$ cat config.mk
export PLATFORM = sky130hd
export DESIGN_NAME = paddle_controller_flat
export DESIGN_NICKNAME = d
export VERILOG_FILES = /design/src/rtl/pong_pkg.sv /design/src/rtl/paddle_controller_if.sv /design/src/rtl/paddle_step.sv /design/src/rtl/paddle_controller.sv /design/src/flat_wrapper.sv
export SDC_FILE = /design/constraint.sdc
export NUM_CORES = 1
export LEC_CHECK = 0
export CAP_MARGIN = 5
export CORE_AREA = 10 10 101 103
export DETAILED_ROUTE_END_ITERATION = 6
export DIE_AREA = 0 0 111 113
export GPL_TIMING_DRIVEN = 0
export HOLD_SLACK_MARGIN = 0.06
export SLEW_MARGIN = 10
export SYNTH_ARGS = -nofsm -noshare
export SYNTH_HDL_FRONTEND = slang
export SYNTH_SLANG_ARGS = --single-unit
$ cat constraint.sdc
create_clock -name Clk -period 12.8 [get_ports Clk]
set_clock_uncertainty 0.05 [all_clocks]
set_input_delay 2.56 -clock Clk [delete_from_list [all_inputs] [get_ports Clk]]
set_output_delay 2.56 -clock Clk [all_outputs]
set_load 0.005 [all_outputs]
$ cat src/rtl/pong_pkg.sv
// Shared types and constants for the paddle motion sequencer.
package pong_pkg;

    typedef enum logic [2:0] {IDLE, SAMPLE, MOVE0, MOVE1, DONE} paddle_state_t;

    typedef logic signed [1:0] dir_t;

    localparam int SCREEN_W = 640;
    localparam int SCREEN_H = 480;

    localparam int POS_W   = 10;
    localparam int SPEED_W = 4;
    localparam int CAND_W  = 12;

    // Holding both keys cancels out, the same as holding neither.
    function automatic dir_t key_dir(input logic up, input logic dn);
        if (up && !dn)
            return -2'sd1;
        else if (dn && !up)
            return 2'sd1;
        else
            return 2'sd0;
    endfunction

endpackage

$ cat src/rtl/paddle_controller_if.sv
// Keyboard/frame inputs and paddle-detector outputs of the paddle controller.
interface paddle_controller_if;

    logic       frame_clk;
    logic       hold;
    logic [7:0] keycode0;
    logic [7:0] keycode1;
    logic [9:0] Paddle0X;
    logic [9:0] Paddle0Y;
    logic [9:0] Paddle1X;
    logic [9:0] Paddle1Y;
    logic [9:0] paddle_size;
    logic       update_done;

    modport master (
        output frame_clk, hold, keycode0, keycode1,
        input  Paddle0X, Paddle0Y, Paddle1X, Paddle1Y, paddle_size, update_done
    );

    modport slave (
        input  frame_clk, hold, keycode0, keycode1,
        output Paddle0X, Paddle0Y, Paddle1X, Paddle1Y, paddle_size, update_done
    );

endinterface

$ cat src/rtl/paddle_step.sv
// One frame of paddle motion: direction from keys, speed ramp, move and clamp.
module paddle_step
    import pong_pkg::*;
#(
    parameter int PADDLE_HALF = 24,
    parameter int Y_MIN       = 0,
    parameter int Y_MAX       = 479,
    parameter int MAX_SPEED   = 6
) (
    input  logic [POS_W-1:0]   y,
    input  logic [SPEED_W-1:0] speed,
    input  dir_t               prev_dir,
    input  logic               up,
    input  logic               dn,
    output logic [POS_W-1:0]   next_y,
    output logic [SPEED_W-1:0] next_speed,
    output dir_t               next_dir
);

    localparam logic signed [CAND_W-1:0] LO = CAND_W'(Y_MIN + PADDLE_HALF);
    localparam logic signed [CAND_W-1:0] HI = CAND_W'(Y_MAX - PADDLE_HALF);
    localparam logic [SPEED_W-1:0]       SPEED_CAP = SPEED_W'(MAX_SPEED);

    dir_t                      dir;
    logic [SPEED_W-1:0]        spd;
    logic signed [CAND_W-1:0]  y_ext;
    logic signed [CAND_W-1:0]  mag;
    logic signed [CAND_W-1:0]  cand;

    always_comb begin
        dir = key_dir(up, dn);

        if (dir == 2'sd0)
            spd = '0;
        else if (dir == prev_dir)
            spd = (speed >= SPEED_CAP) ? SPEED_CAP : speed + SPEED_W'(1);
        else
            spd = SPEED_W'(1);

        y_ext = signed'({{(CAND_W-POS_W){1'b0}}, y});
        mag   = signed'({{(CAND_W-SPEED_W){1'b0}}, spd});

        if (dir == -2'sd1)
            cand = y_ext - mag;
        else if (dir == 2'sd1)
            cand = y_ext + mag;
        else
            cand = y_ext;

        next_dir   = dir;
        next_speed = spd;
        next_y     = cand[POS_W-1:0];
        // Hitting a wall kills the momentum so the next press starts slow.
        if (cand < LO) begin
            next_y     = LO[POS_W-1:0];
            next_speed = '0;
        end else if (cand > HI) begin
            next_y     = HI[POS_W-1:0];
            next_speed = '0;
        end
    end

endmodule

$ cat src/rtl/paddle_controller.sv
// Per-frame paddle sequencer: samples keys on each frame edge, then steps paddle 0 and paddle 1.
module paddle_controller
    import pong_pkg::*;
#(
    parameter int         PADDLE_HALF = 24,
    parameter int         Y_MIN       = 0,
    parameter int         Y_MAX       = 479,
    parameter int         Y_INIT      = 240,
    parameter int         P0_X        = 40,
    parameter int         P1_X        = 600,
    parameter int         MAX_SPEED   = 6,
    parameter logic [7:0] KEY_UP0     = 8'h1A,
    parameter logic [7:0] KEY_DN0     = 8'h16,
    parameter logic [7:0] KEY_UP1     = 8'h52,
    parameter logic [7:0] KEY_DN1     = 8'h51
) (
    input logic                Clk,
    input logic                Reset,
    paddle_controller_if.slave bus
);

    paddle_state_t state, next_state;

    logic sync_1, sync_2, frame_prev, frame_rise;
    logic load_snap, load0, load1, done;

    logic up0_snap, dn0_snap, up1_snap, dn1_snap;
    logic up0_key, dn0_key, up1_key, dn1_key;

    logic [POS_W-1:0]   y0, y1, step_y, next_y;
    logic [SPEED_W-1:0] spd0, spd1, step_spd, next_spd;
    dir_t               pdir0, pdir1, step_pdir, next_dir;
    logic               sel1, step_up, step_dn;

    // frame_clk comes from the VGA domain; two flops plus a history flop for the edge.
    always_ff @(posedge Clk or posedge Reset) begin
        if (Reset) begin
            sync_1     <= 1'b0;
            sync_2     <= 1'b0;
            frame_prev <= 1'b0;
        end else begin
            sync_1     <= bus.frame_clk;
            sync_2     <= sync_1;
            frame_prev <= sync_2;
        end
    end

    assign frame_rise = sync_2 & ~frame_prev;

    always_ff @(posedge Clk or posedge Reset) begin
        if (Reset)
            state <= IDLE;
        else
            state <= next_state;
    end

    always_comb begin
        next_state = state;
        load_snap  = 1'b0;
        load0      = 1'b0;
        load1      = 1'b0;
        done       = 1'b0;
        unique case (state)
            IDLE:    if (frame_rise && !bus.hold) next_state = SAMPLE;
            SAMPLE: begin
                load_snap  = 1'b1;
                next_state = MOVE0;
            end
            MOVE0: begin
                load0      = 1'b1;
                next_state = MOVE1;
            end
            MOVE1: begin
                load1      = 1'b1;
                next_state = DONE;
            end
            DONE: begin
                done       = 1'b1;
                next_state = IDLE;
            end
            default: next_state = IDLE;
        endcase
    end

    assign up0_key = (bus.keycode0 == KEY_UP0) | (bus.keycode1 == KEY_UP0);
    assign dn0_key = (bus.keycode0 == KEY_DN0) | (bus.keycode1 == KEY_DN0);
    assign up1_key = (bus.keycode0 == KEY_UP1) | (bus.keycode1 == KEY_UP1);
    assign dn1_key = (bus.keycode0 == KEY_DN1) | (bus.keycode1 == KEY_DN1);

    // A single stepper serves both paddles; MOVE1 switches it to paddle 1.
    assign sel1      = (state == MOVE1);
    assign step_y    = sel1 ? y1       : y0;
    assign step_spd  = sel1 ? spd1     : spd0;
    assign step_pdir = sel1 ? pdir1    : pdir0;
    assign step_up   = sel1 ? up1_snap : up0_snap;
    assign step_dn   = sel1 ? dn1_snap : dn0_snap;

    paddle_step #(
        .PADDLE_HALF (PADDLE_HALF),
        .Y_MIN       (Y_MIN),
        .Y_MAX       (Y_MAX),
        .MAX_SPEED   (MAX_SPEED)
    ) u_step (
        .y          (step_y),
        .speed      (step_spd),
        .prev_dir   (step_pdir),
        .up         (step_up),
        .dn         (step_dn),
        .next_y     (next_y),
        .next_speed (next_spd),
        .next_dir   (next_dir)
    );

    always_ff @(posedge Clk or posedge Reset) begin
        if (Reset) begin
            up0_snap <= 1'b0;
            dn0_snap <= 1'b0;
            up1_snap <= 1'b0;
            dn1_snap <= 1'b0;
            y0       <= POS_W'(Y_INIT);
            y1       <= POS_W'(Y_INIT);
            spd0     <= '0;
            spd1     <= '0;
            pdir0    <= 2'sd0;
            pdir1    <= 2'sd0;
        end else begin
            if (load_snap) begin
                up0_snap <= up0_key;
                dn0_snap <= dn0_key;
                up1_snap <= up1_key;
                dn1_snap <= dn1_key;
            end
            if (load0) begin
                y0    <= next_y;
                spd0  <= next_spd;
                pdir0 <= next_dir;
            end
            if (load1) begin
                y1    <= next_y;
                spd1  <= next_spd;
                pdir1 <= next_dir;
            end
        end
    end

    assign bus.Paddle0X    = POS_W'(P0_X);
    assign bus.Paddle1X    = POS_W'(P1_X);
    assign bus.paddle_size = POS_W'(PADDLE_HALF);
    assign bus.Paddle0Y    = y0;
    assign bus.Paddle1Y    = y1;
    assign bus.update_done = done;

endmodule

$ cat src/flat_wrapper.sv
// flat-port wrapper written by rule: the top's interface ports become plain ports
module paddle_controller_flat import pong_pkg::*;
#(
    parameter int         PADDLE_HALF = 24,
    parameter int         Y_MIN       = 0,
    parameter int         Y_MAX       = 479,
    parameter int         Y_INIT      = 240,
    parameter int         P0_X        = 40,
    parameter int         P1_X        = 600,
    parameter int         MAX_SPEED   = 6,
    parameter logic [7:0] KEY_UP0     = 8'h1A,
    parameter logic [7:0] KEY_DN0     = 8'h16,
    parameter logic [7:0] KEY_UP1     = 8'h52,
    parameter logic [7:0] KEY_DN1     = 8'h51
)
  (Clk, Reset, bus_frame_clk, bus_hold, bus_keycode0, bus_keycode1, bus_Paddle0X, bus_Paddle0Y, bus_Paddle1X, bus_Paddle1Y, bus_paddle_size, bus_update_done);
  paddle_controller_if bus_i ();
  input logic Clk;
  input logic Reset;
  input wire logic [$bits(bus_i.frame_clk)-1:0] bus_frame_clk;
  input wire logic [$bits(bus_i.hold)-1:0] bus_hold;
  input wire logic [$bits(bus_i.keycode0)-1:0] bus_keycode0;
  input wire logic [$bits(bus_i.keycode1)-1:0] bus_keycode1;
  output wire logic [$bits(bus_i.Paddle0X)-1:0] bus_Paddle0X;
  output wire logic [$bits(bus_i.Paddle0Y)-1:0] bus_Paddle0Y;
  output wire logic [$bits(bus_i.Paddle1X)-1:0] bus_Paddle1X;
  output wire logic [$bits(bus_i.Paddle1Y)-1:0] bus_Paddle1Y;
  output wire logic [$bits(bus_i.paddle_size)-1:0] bus_paddle_size;
  output wire logic [$bits(bus_i.update_done)-1:0] bus_update_done;
  assign bus_i.frame_clk = bus_frame_clk;
  assign bus_i.hold = bus_hold;
  assign bus_i.keycode0 = bus_keycode0;
  assign bus_i.keycode1 = bus_keycode1;
  assign bus_Paddle0X = bus_i.Paddle0X;
  assign bus_Paddle0Y = bus_i.Paddle0Y;
  assign bus_Paddle1X = bus_i.Paddle1X;
  assign bus_Paddle1Y = bus_i.Paddle1Y;
  assign bus_paddle_size = bus_i.paddle_size;
  assign bus_update_done = bus_i.update_done;
  paddle_controller #(.PADDLE_HALF(PADDLE_HALF), .Y_MIN(Y_MIN), .Y_MAX(Y_MAX), .Y_INIT(Y_INIT), .P0_X(P0_X), .P1_X(P1_X), .MAX_SPEED(MAX_SPEED), .KEY_UP0(KEY_UP0), .KEY_DN0(KEY_DN0), .KEY_UP1(KEY_UP1), .KEY_DN1(KEY_DN1)) u_core (.Clk(Clk), .Reset(Reset), .bus(bus_i));
endmodule
Word-level counts from Yosys, hierarchy flattened
Cells that the tools add are included.
{"block": "op_classes", "n_reduce_logical": 8, "bitwise_logic": 6, "n_lt_le_gt_ge": 3, "n_addsub": 3, "n_eq_ne": 16, "n_mux": 22}
{"operator": "8-bit by 5-bit == test with 1-bit output, second input constant", "n": 4}
{"operator": "8-bit by 7-bit == test with 1-bit output, second input constant", "n": 4}
{"operator": "10-bit 2-to-1 mux", "n": 3}
{"operator": "4-bit 2-to-1 mux", "n": 6}
{"operator": "12-bit by 10-bit > comparator with 1-bit output, second input constant", "n": 1}
{"operator": "12-bit by 6-bit less-than comparator with 1-bit output, second input constant", "n": 1}
{"operator": "12-bit 2-to-1 mux", "n": 1}
{"operator": "3-bit one-hot mux with 4 select lines", "n": 1}
{"operator": "10-bit by 4-bit adder with 11-bit output", "n": 1}
{"operator": "11-bit 2-to-1 mux", "n": 1}
{"operator": "10-bit by 4-bit subtractor with 11-bit output", "n": 1}
{"operator": "1-bit 2-to-1 mux", "n": 7}
{"operator": "3-bit by 2-bit == test with 1-bit output, second input constant", "n": 2}
{"operator": "4-bit by 1-bit adder with 4-bit output, second input constant", "n": 1}
{"operator": "4-bit by 3-bit >= comparator with 1-bit output, second input constant", "n": 1}
{"operator": "2-bit 2-to-1 mux", "n": 2}
{"operator": "1-bit OR", "n": 4}
{"operator": "3-bit by 1-bit == test with 1-bit output, second input constant", "n": 1}
{"operator": "3-bit == test, second input constant", "n": 1}
{"operator": "1-bit logical AND", "n": 3}
{"operator": "1-bit logical NOT", "n": 3}
{"operator": "3-bit logical NOT", "n": 1}
{"operator": "3-bit 2-to-1 mux", "n": 1}
{"operator": "2-bit by 1-bit == test with 1-bit output, second input constant", "n": 1}
{"operator": "6 further kinds", "n": 6}
{"block": "totals", "wordCells": 72, "output_inout_bits": 51, "in_bits": 20, "regBits": 42}

Logic depth before layout (Yosys ltp)
{"block": "logic_depth", "depth_word": 15, "depth_mapped": 25, "depth_no_buf": 21}

By module
From an unflattened synthesis, not the netlist that was laid out.
{"block": "hier_totals", "hier_cells": 302, "area_unflattened_um2": 3104.2}
{"module": "paddle_controller", "area_each_um2": 2174.6, "seq_area_each_um2": 1061.0, "n_inst": 1, "cells_per_inst": 165}
{"module": "paddle_step", "area_each_um2": 929.6, "seq_area_each_um2": 0.0, "n_inst": 1, "cells_per_inst": 137}

Worst setup path before layout
No wires, ideal clock.
{"block": "synth_path", "kind": "reg-to-reg", "from": "register u_core.state[2]", "to": "register u_core.spd0[1]", "n_path_buf": 3, "setup_ns": 0.136, "required_ns": 12.614, "arrival_ns": 4.309, "period_less_slack_ns": 4.495, "slack_ns": 8.305, "stages_incl_launch_ff": 19, "cell_sequence": "dfrtp_1 nand3b_1 inv_2 buf_4 buf_4 buf_1 mux2i_1 inv_1 ha_1 a31oi_1 o211ai_1 ha_1 nor3b_1 o31ai_1 a221oi_1 mux2i_1 o211ai_4 o31ai_4 o31ai_1"}
{"block": "synth_via", "elab_cells_between_ends": 31, "classes_between": "add/sub (3); order compare (3); eq/ne (5); mux (15); reduce/logical (5)"}
{"element": "start: declaration", "line_no": "paddle_controller.sv:22", "source": "paddle_state_t state, next_state;"}
{"element": "start signal: assignment", "line_no": "paddle_controller.sv:54", "source": "state <= next_state;"}
{"element": "3-bit by 2-bit == test with 1-bit output (*)", "line_no": "paddle_controller.sv:91", "source": "assign sel1 = (state == MOVE1);"}
{"element": "1-bit 2-to-1 mux", "line_no": "paddle_controller.sv:96", "source": "assign step_dn = sel1 ? dn1_snap : dn0_snap;"}
{"element": "1-bit logical NOT", "line_no": "pong_pkg.sv:17", "source": "if (up && !dn)"}
{"element": "1-bit logical AND (*)", "line_no": "pong_pkg.sv:17"}
{"element": "2-bit 2-to-1 mux (*)", "line_no": "pong_pkg.sv:17"}
{"element": "via u_core.next_dir[1]", "line_no": "paddle_controller.sv:32", "source": "dir_t pdir0, pdir1, step_pdir, next_dir;"}
{"element": "2-bit == test", "line_no": "paddle_step.sv:35", "source": "else if (dir == prev_dir)"}
{"element": "4-bit 2-to-1 mux", "line_no": "paddle_step.sv:35"}
{"element": "4-bit 2-to-1 mux", "line_no": "paddle_step.sv:33", "source": "if (dir == 2'sd0)"}
{"element": "10-bit by 4-bit adder with 11-bit output", "line_no": "paddle_step.sv:46", "source": "cand = y_ext + mag;"}
{"element": "11-bit 2-to-1 mux", "line_no": "paddle_step.sv:45", "source": "else if (dir == 2'sd1)"}
{"element": "12-bit 2-to-1 mux", "line_no": "paddle_step.sv:43", "source": "if (dir == -2'sd1)"}
{"element": "12-bit by 10-bit > comparator with 1-bit output", "line_no": "paddle_step.sv:57", "source": "end else if (cand > HI) begin"}
{"element": "4-bit 2-to-1 mux", "line_no": "paddle_step.sv:57"}
{"element": "4-bit 2-to-1 mux (*)", "line_no": "paddle_step.sv:54", "source": "if (cand < LO) begin"}
{"element": "end signal: assignment", "line_no": "paddle_controller.sv:135", "source": "spd0 <= next_spd;"}
{"element": "end: declaration", "line_no": "paddle_controller.sv:31", "source": "logic [SPEED_W-1:0] spd0, spd1, step_spd, next_spd;"}
Mark *: on every way through the listed nets, which the timed path passes. The rest lies on a longest branch.
A chain may end at the register's enable or synchronous reset.

Worst setup path after layout
{"block": "layout_path", "from": "register u_core.state[1]", "to": "register u_core.spd1[2]"}
{"block": "layout_via", "elab_cells_between_ends": 30, "classes_between": "add/sub (3); order compare (3); eq/ne (4); mux (15); reduce/logical (5)"}
{"element": "3-bit by 2-bit == test with 1-bit output (*)", "line_no": "paddle_controller.sv:91"}
{"element": "1-bit 2-to-1 mux", "line_no": "paddle_controller.sv:96"}
{"element": "1-bit logical NOT", "line_no": "pong_pkg.sv:17"}
{"element": "1-bit logical AND (*)", "line_no": "pong_pkg.sv:17"}
{"element": "2-bit 2-to-1 mux (*)", "line_no": "pong_pkg.sv:17"}
{"element": "via u_core.next_dir[1]", "line_no": "paddle_controller.sv:32"}
{"element": "2-bit == test", "line_no": "paddle_step.sv:35"}
{"element": "4-bit 2-to-1 mux", "line_no": "paddle_step.sv:35"}
{"element": "4-bit 2-to-1 mux", "line_no": "paddle_step.sv:33"}
{"element": "10-bit by 4-bit adder with 11-bit output", "line_no": "paddle_step.sv:46"}
{"element": "11-bit 2-to-1 mux", "line_no": "paddle_step.sv:45"}
{"element": "12-bit 2-to-1 mux", "line_no": "paddle_step.sv:43"}
{"element": "12-bit by 10-bit > comparator with 1-bit output", "line_no": "paddle_step.sv:57"}
{"element": "4-bit 2-to-1 mux", "line_no": "paddle_step.sv:57"}
{"element": "4-bit 2-to-1 mux (*)", "line_no": "paddle_step.sv:54"}
{"element": "end signal: assignment", "line_no": "paddle_controller.sv:140", "source": "spd1 <= next_spd;"}
{"element": "end: declaration", "line_no": "paddle_controller.sv:31"}
Marked as above.

==> reports/metrics.json <==
{
  "route.detailed.vias_per_inst": 5.23,
  "dr_total_vias": 2885,
  "worstPathRequired_ns": 12.92,
  "placement.io_buffers": 40,
  "hold_class": "flop to flop",
  "total_grt_overflow": 0,
  "worst_skew_pair.late_latency_ns": 0.30,
  "p_leak_nw": 1.73,
  "cp_cell_sequence": "buf_2 > nand3b_1 > buf_2 > buf_1 > clkbuf_1 > nand2_1 > nand2_1 > inv_1 > ha_1 > a31oi_1 > o211ai_1 > ha_1 > nor3b_1 > o31ai_1 > a221oi_1 > o21ai_0 > nand4_1 > o31ai_4 > o31ai_1",
  "synthMostInstantiatedCell": "sky130_fd_sc_hd__nand2_1",
  "grt_pass1_vias": 2970,
  "floorplan.die.width_um": 111,
  "grt_first_pass_wirelength_um": 14600,
  "timing.final.ws_setup_ns": 6.96,
  "cts.sinks": 42,
  "post-dp-hpwl_um": 6840,
  "timing.final.setup_violations": 0,
  "tritoncts.num_buffers": 5,
  "remaining_drc_errors": 0,
  "postRouteAntennaNets": 0,
  "ir_drop_mv": 0.0786,
  "yosys-top-cells-area": "sky130_fd_sc_hd__dfrtp_1 (26%), sky130_fd_sc_hd__buf_4 (7.4%), sky130_fd_sc_hd__dfstp_2 (6.5%), sky130_fd_sc_hd__nand2_1 (5.7%), sky130_fd_sc_hd__ha_1 (5.0%)",
  "setup.worst_path.start_class": "flop",
  "synth_top_cell_area_share_pct": 26.3,
  "synth.area.mux_share_pct": 6.46,
  "clk_root_buffer_cell": "sky130_fd_sc_hd__clkbuf_8",
  "synthSimpleGateAreaFrac_pct": 21.6,
  "yosysSeqAreaShare_pct": 32.8,
  "yosys-top-cells-count": "sky130_fd_sc_hd__nand2_1 (49), sky130_fd_sc_hd__dfrtp_1 (34), sky130_fd_sc_hd__buf_4 (32)",
  "initial_utilization_pct": 39.8,
  "timing.critical_path.fanout_max": 10,
  "async_flop_share_pct": 100,
  "cts_tree": "done",
  "pre_cts_slack_ns": 7.06,
  "globalplace.congestion": 0.861,
  "clk_pin_slew_worst_paths_ns": 0.08,
  "post_synth.cell_area_avg_sq_um": 8.77,
  "hold_violations": 0,
  "cts_hold_buf": 0,
  "synth.distinct_cells": 58,
  "die_area_sq_um": 12500,
  "slew_at_the_pin_with_the_worst_max_slew_slack_ns": 0.888,
  "cts_setup_buffers": 0,
  "prevailing_post_synth_register_cell": "sky130_fd_sc_hd__dfrtp_1",
  "clock.fmax_mhz": 171,
  "timing.hold.worst_path_depth": 0,
  "post-route-min-period_ns": 5.84,
  "cpPeakStageDelay_ns": 0.57,
  "synthDominantAreaCellType": "sky130_fd_sc_hd__dfrtp_1",
  "synth_warnings": 0,
  "area_fraction_in_compound_gates_after_synthesis_pct": 18.9,
  "area_share_of_fa_ha_maj_cells_after_synthesis_pct": 6.27,
  "ctsLongestPathBuffers": 2,
  "cell_area_after_synthesis_sq_um": 3230,
  "worst-endpoint-arrival_ns": 5.96,
  "pwr_density_cell_nw_per_um2": 239,
  "ff2ff_path_depth": 19,
  "critical_path.endpoint_type": "flop",
  "main_combinational_cell_family_by_area_after_synthesis": "simple AND/OR/NAND/NOR gates",
  "fp.dieH_um": 113,
  "core_region_area_sq_um": 8130,
  "cts-resized-gates": 0,
  "cap_viol_max_count": 0,
  "drt_iter0_markers": 115,
  "post_synth_xor_area_fraction_pct": 2.17,
  "io_pins": 71,
  "htree_levels": 2,
  "max-slew-margin-rel_pct": 40.7,
  "slew_viol_final": 0,
  "grt_setup_unrepaired": "false",
  "worstSetupPathType": "flop to flop",
  "final_net_count": 482,
  "run_status": "finished, final reports clean",
  "synthesis.instances": 369,
  "n_antenna_cell": 0,
  "largest_net_degree_at_the_start_of_global_routing": 39,
  "totalWireLength_um": 8620,
  "track_usage_pct": 13.7,
  "detail_routed_net_length_per_standard_cell_um": 15.6,
  "post_route_cells_drive_above_1_share_pct": 15.2,
  "setup_total_negative_slack_ns": 0,
  "synth_enable_flop_cells": 0,
  "finalCritPeriodShare_pct": 45.6,
  "ffs_latches_synth": 42,
  "area_growth_pct": 24.0,
  "std_cell_rows": 33,
  "critical-path-slowest-cell": "sky130_fd_sc_hd__clkbuf_1",
  "num-fill-cells": 780,
  "drt_first_pass_iters": 4,
  "antenna_violations_before_repair": 0
}
## layout make-up
class                   count  area, sq um  area share, %
well taps                 105          131           3.28
plain buffers              44          310           7.74
flip-flops and latches     42         1060           26.5
inverters                  17         63.8           1.59
clock buffers               6         82.6           2.06
repair buffers             41          420           10.5
multi-input cells         296         1910           47.7
clock inverters             1         30.0          0.749
## sequential cells by signal (all words and copies together), names as in the netlist
signal,flops
u_core.state,3
u_core.pdir1,2
u_core.up1_snap,1
u_core.spd1,4
u_core.dn0_snap,1
u_core.sync_2,1
u_core.sync_1,1
u_core.spd0,4
u_core.pdir0,2
u_core.bus.Paddle0Y,10
u_core.frame_prev,1
u_core.bus.Paddle1Y,10
u_core.up0_snap,1
u_core.dn1_snap,1
## layer usage
metal  part of all wire (%)  up-vias  global-route usage (%)
met2                     47       90                    23.2
met5                      0        -                       0
met3                    6.6        9                    3.22
li1                       -     1414                       -
met4                    1.7        0                    5.99
met1                     44     1372                    16.3
## critical path, delay by kind of cell (launching register included)
family,cells,cell delay (ns)
flip-flops,1,0.36
adder cells (fa/ha/maj),2,0.64
AO/OA/AOI/OAI,7,2.40
AND/OR/NAND/NOR,5,0.73
buffers and inverters,5,1.52
## power breakdown
part           switching (mW)  total (mW)  internal, mW
combinational           0.365       0.618         0.253
clock                  0.0463       0.109        0.0625
sequential             0.0442       0.233         0.189
total                   0.455       0.960         0.504
## kinds of logic after synthesis
| kind of cell | after synthesis |
|---|---|
| buffers and inverters | 61 |
| muxes | 20 |
| xor gates and xnor gates | 8 |
| DFF | 42 |
| AOI/OAI and AO/OA | 81 |
| adders and majority gates | 15 |
| and+or+nand+nor | 140 |
| other | 2 |
## path summary, 6_finish.rpt
kind                                       from                     end  slack (ns)
max in group asynchronous                 Reset  u_core.bus.Paddle0Y[6]        9.83
min in group asynchronous                 Reset       u_core.frame_prev        2.40
worst max register to register  u_core.state[1]          u_core.spd1[2]        6.96
worst max-delay path            u_core.state[1]          u_core.spd1[2]        6.96
worst min register to register    u_core.sync_1           u_core.sync_2        0.31
worst min-delay path              u_core.sync_1           u_core.sync_2        0.31
## metrics by stage
step	total power [mW]	util, %	cell area (sq um)	hold slack, ns	cells
6_report	0.960	49.3	4010	0.306	552
5_1_grt	1.05	49.3	4010	0.321	552
4_1_cts	0.960	49.3	4010	0.306	552
3_5_place_dp	0.848	47.9	3900	0.287	545
3_3_place_gp	0.836	47.7	3880	0.289	544
2_1_floorplan	0.663	-	3350	0.281	399
## cell usage in the layout, fill, tap and decap left out, types with 5 or more instances in the layout
| cell | synthesis | layout |
|---|---|---|
| sky130_fd_sc_hd__a21oi_1 | 14 | 14 |
| sky130_fd_sc_hd__and2_1 | 6 | 6 |
| sky130_fd_sc_hd__buf_4 | 32 | 32 |
| sky130_fd_sc_hd__clkbuf_1 | 5 | 5 |
| sky130_fd_sc_hd__clkbuf_8 | 0 | 6 |
| sky130_fd_sc_hd__clkdlybuf4s50_1 | 0 | 40 |
| sky130_fd_sc_hd__conb_1 | 2 | 32 |
| sky130_fd_sc_hd__dfrtp_1 | 34 | 34 |
| sky130_fd_sc_hd__dfstp_2 | 8 | 8 |
| sky130_fd_sc_hd__ha_1 | 13 | 13 |
| sky130_fd_sc_hd__inv_1 | 16 | 15 |
| sky130_fd_sc_hd__mux2i_1 | 16 | 16 |
| sky130_fd_sc_hd__nand2_1 | 49 | 49 |
| sky130_fd_sc_hd__nand2b_1 | 5 | 5 |
| sky130_fd_sc_hd__nand4_1 | 8 | 8 |
| sky130_fd_sc_hd__nor2_1 | 31 | 31 |
| sky130_fd_sc_hd__nor3b_1 | 11 | 11 |
| sky130_fd_sc_hd__nor4_1 | 5 | 5 |
| sky130_fd_sc_hd__o211ai_1 | 5 | 5 |
| sky130_fd_sc_hd__o21ai_0 | 15 | 15 |
| sky130_fd_sc_hd__o31ai_1 | 8 | 8 |
| sky130_fd_sc_hd__or3_1 | 6 | 6 |
| sky130_fd_sc_hd__xnor2_1 | 7 | 7 |
Power figures use the tool's default switching activity.
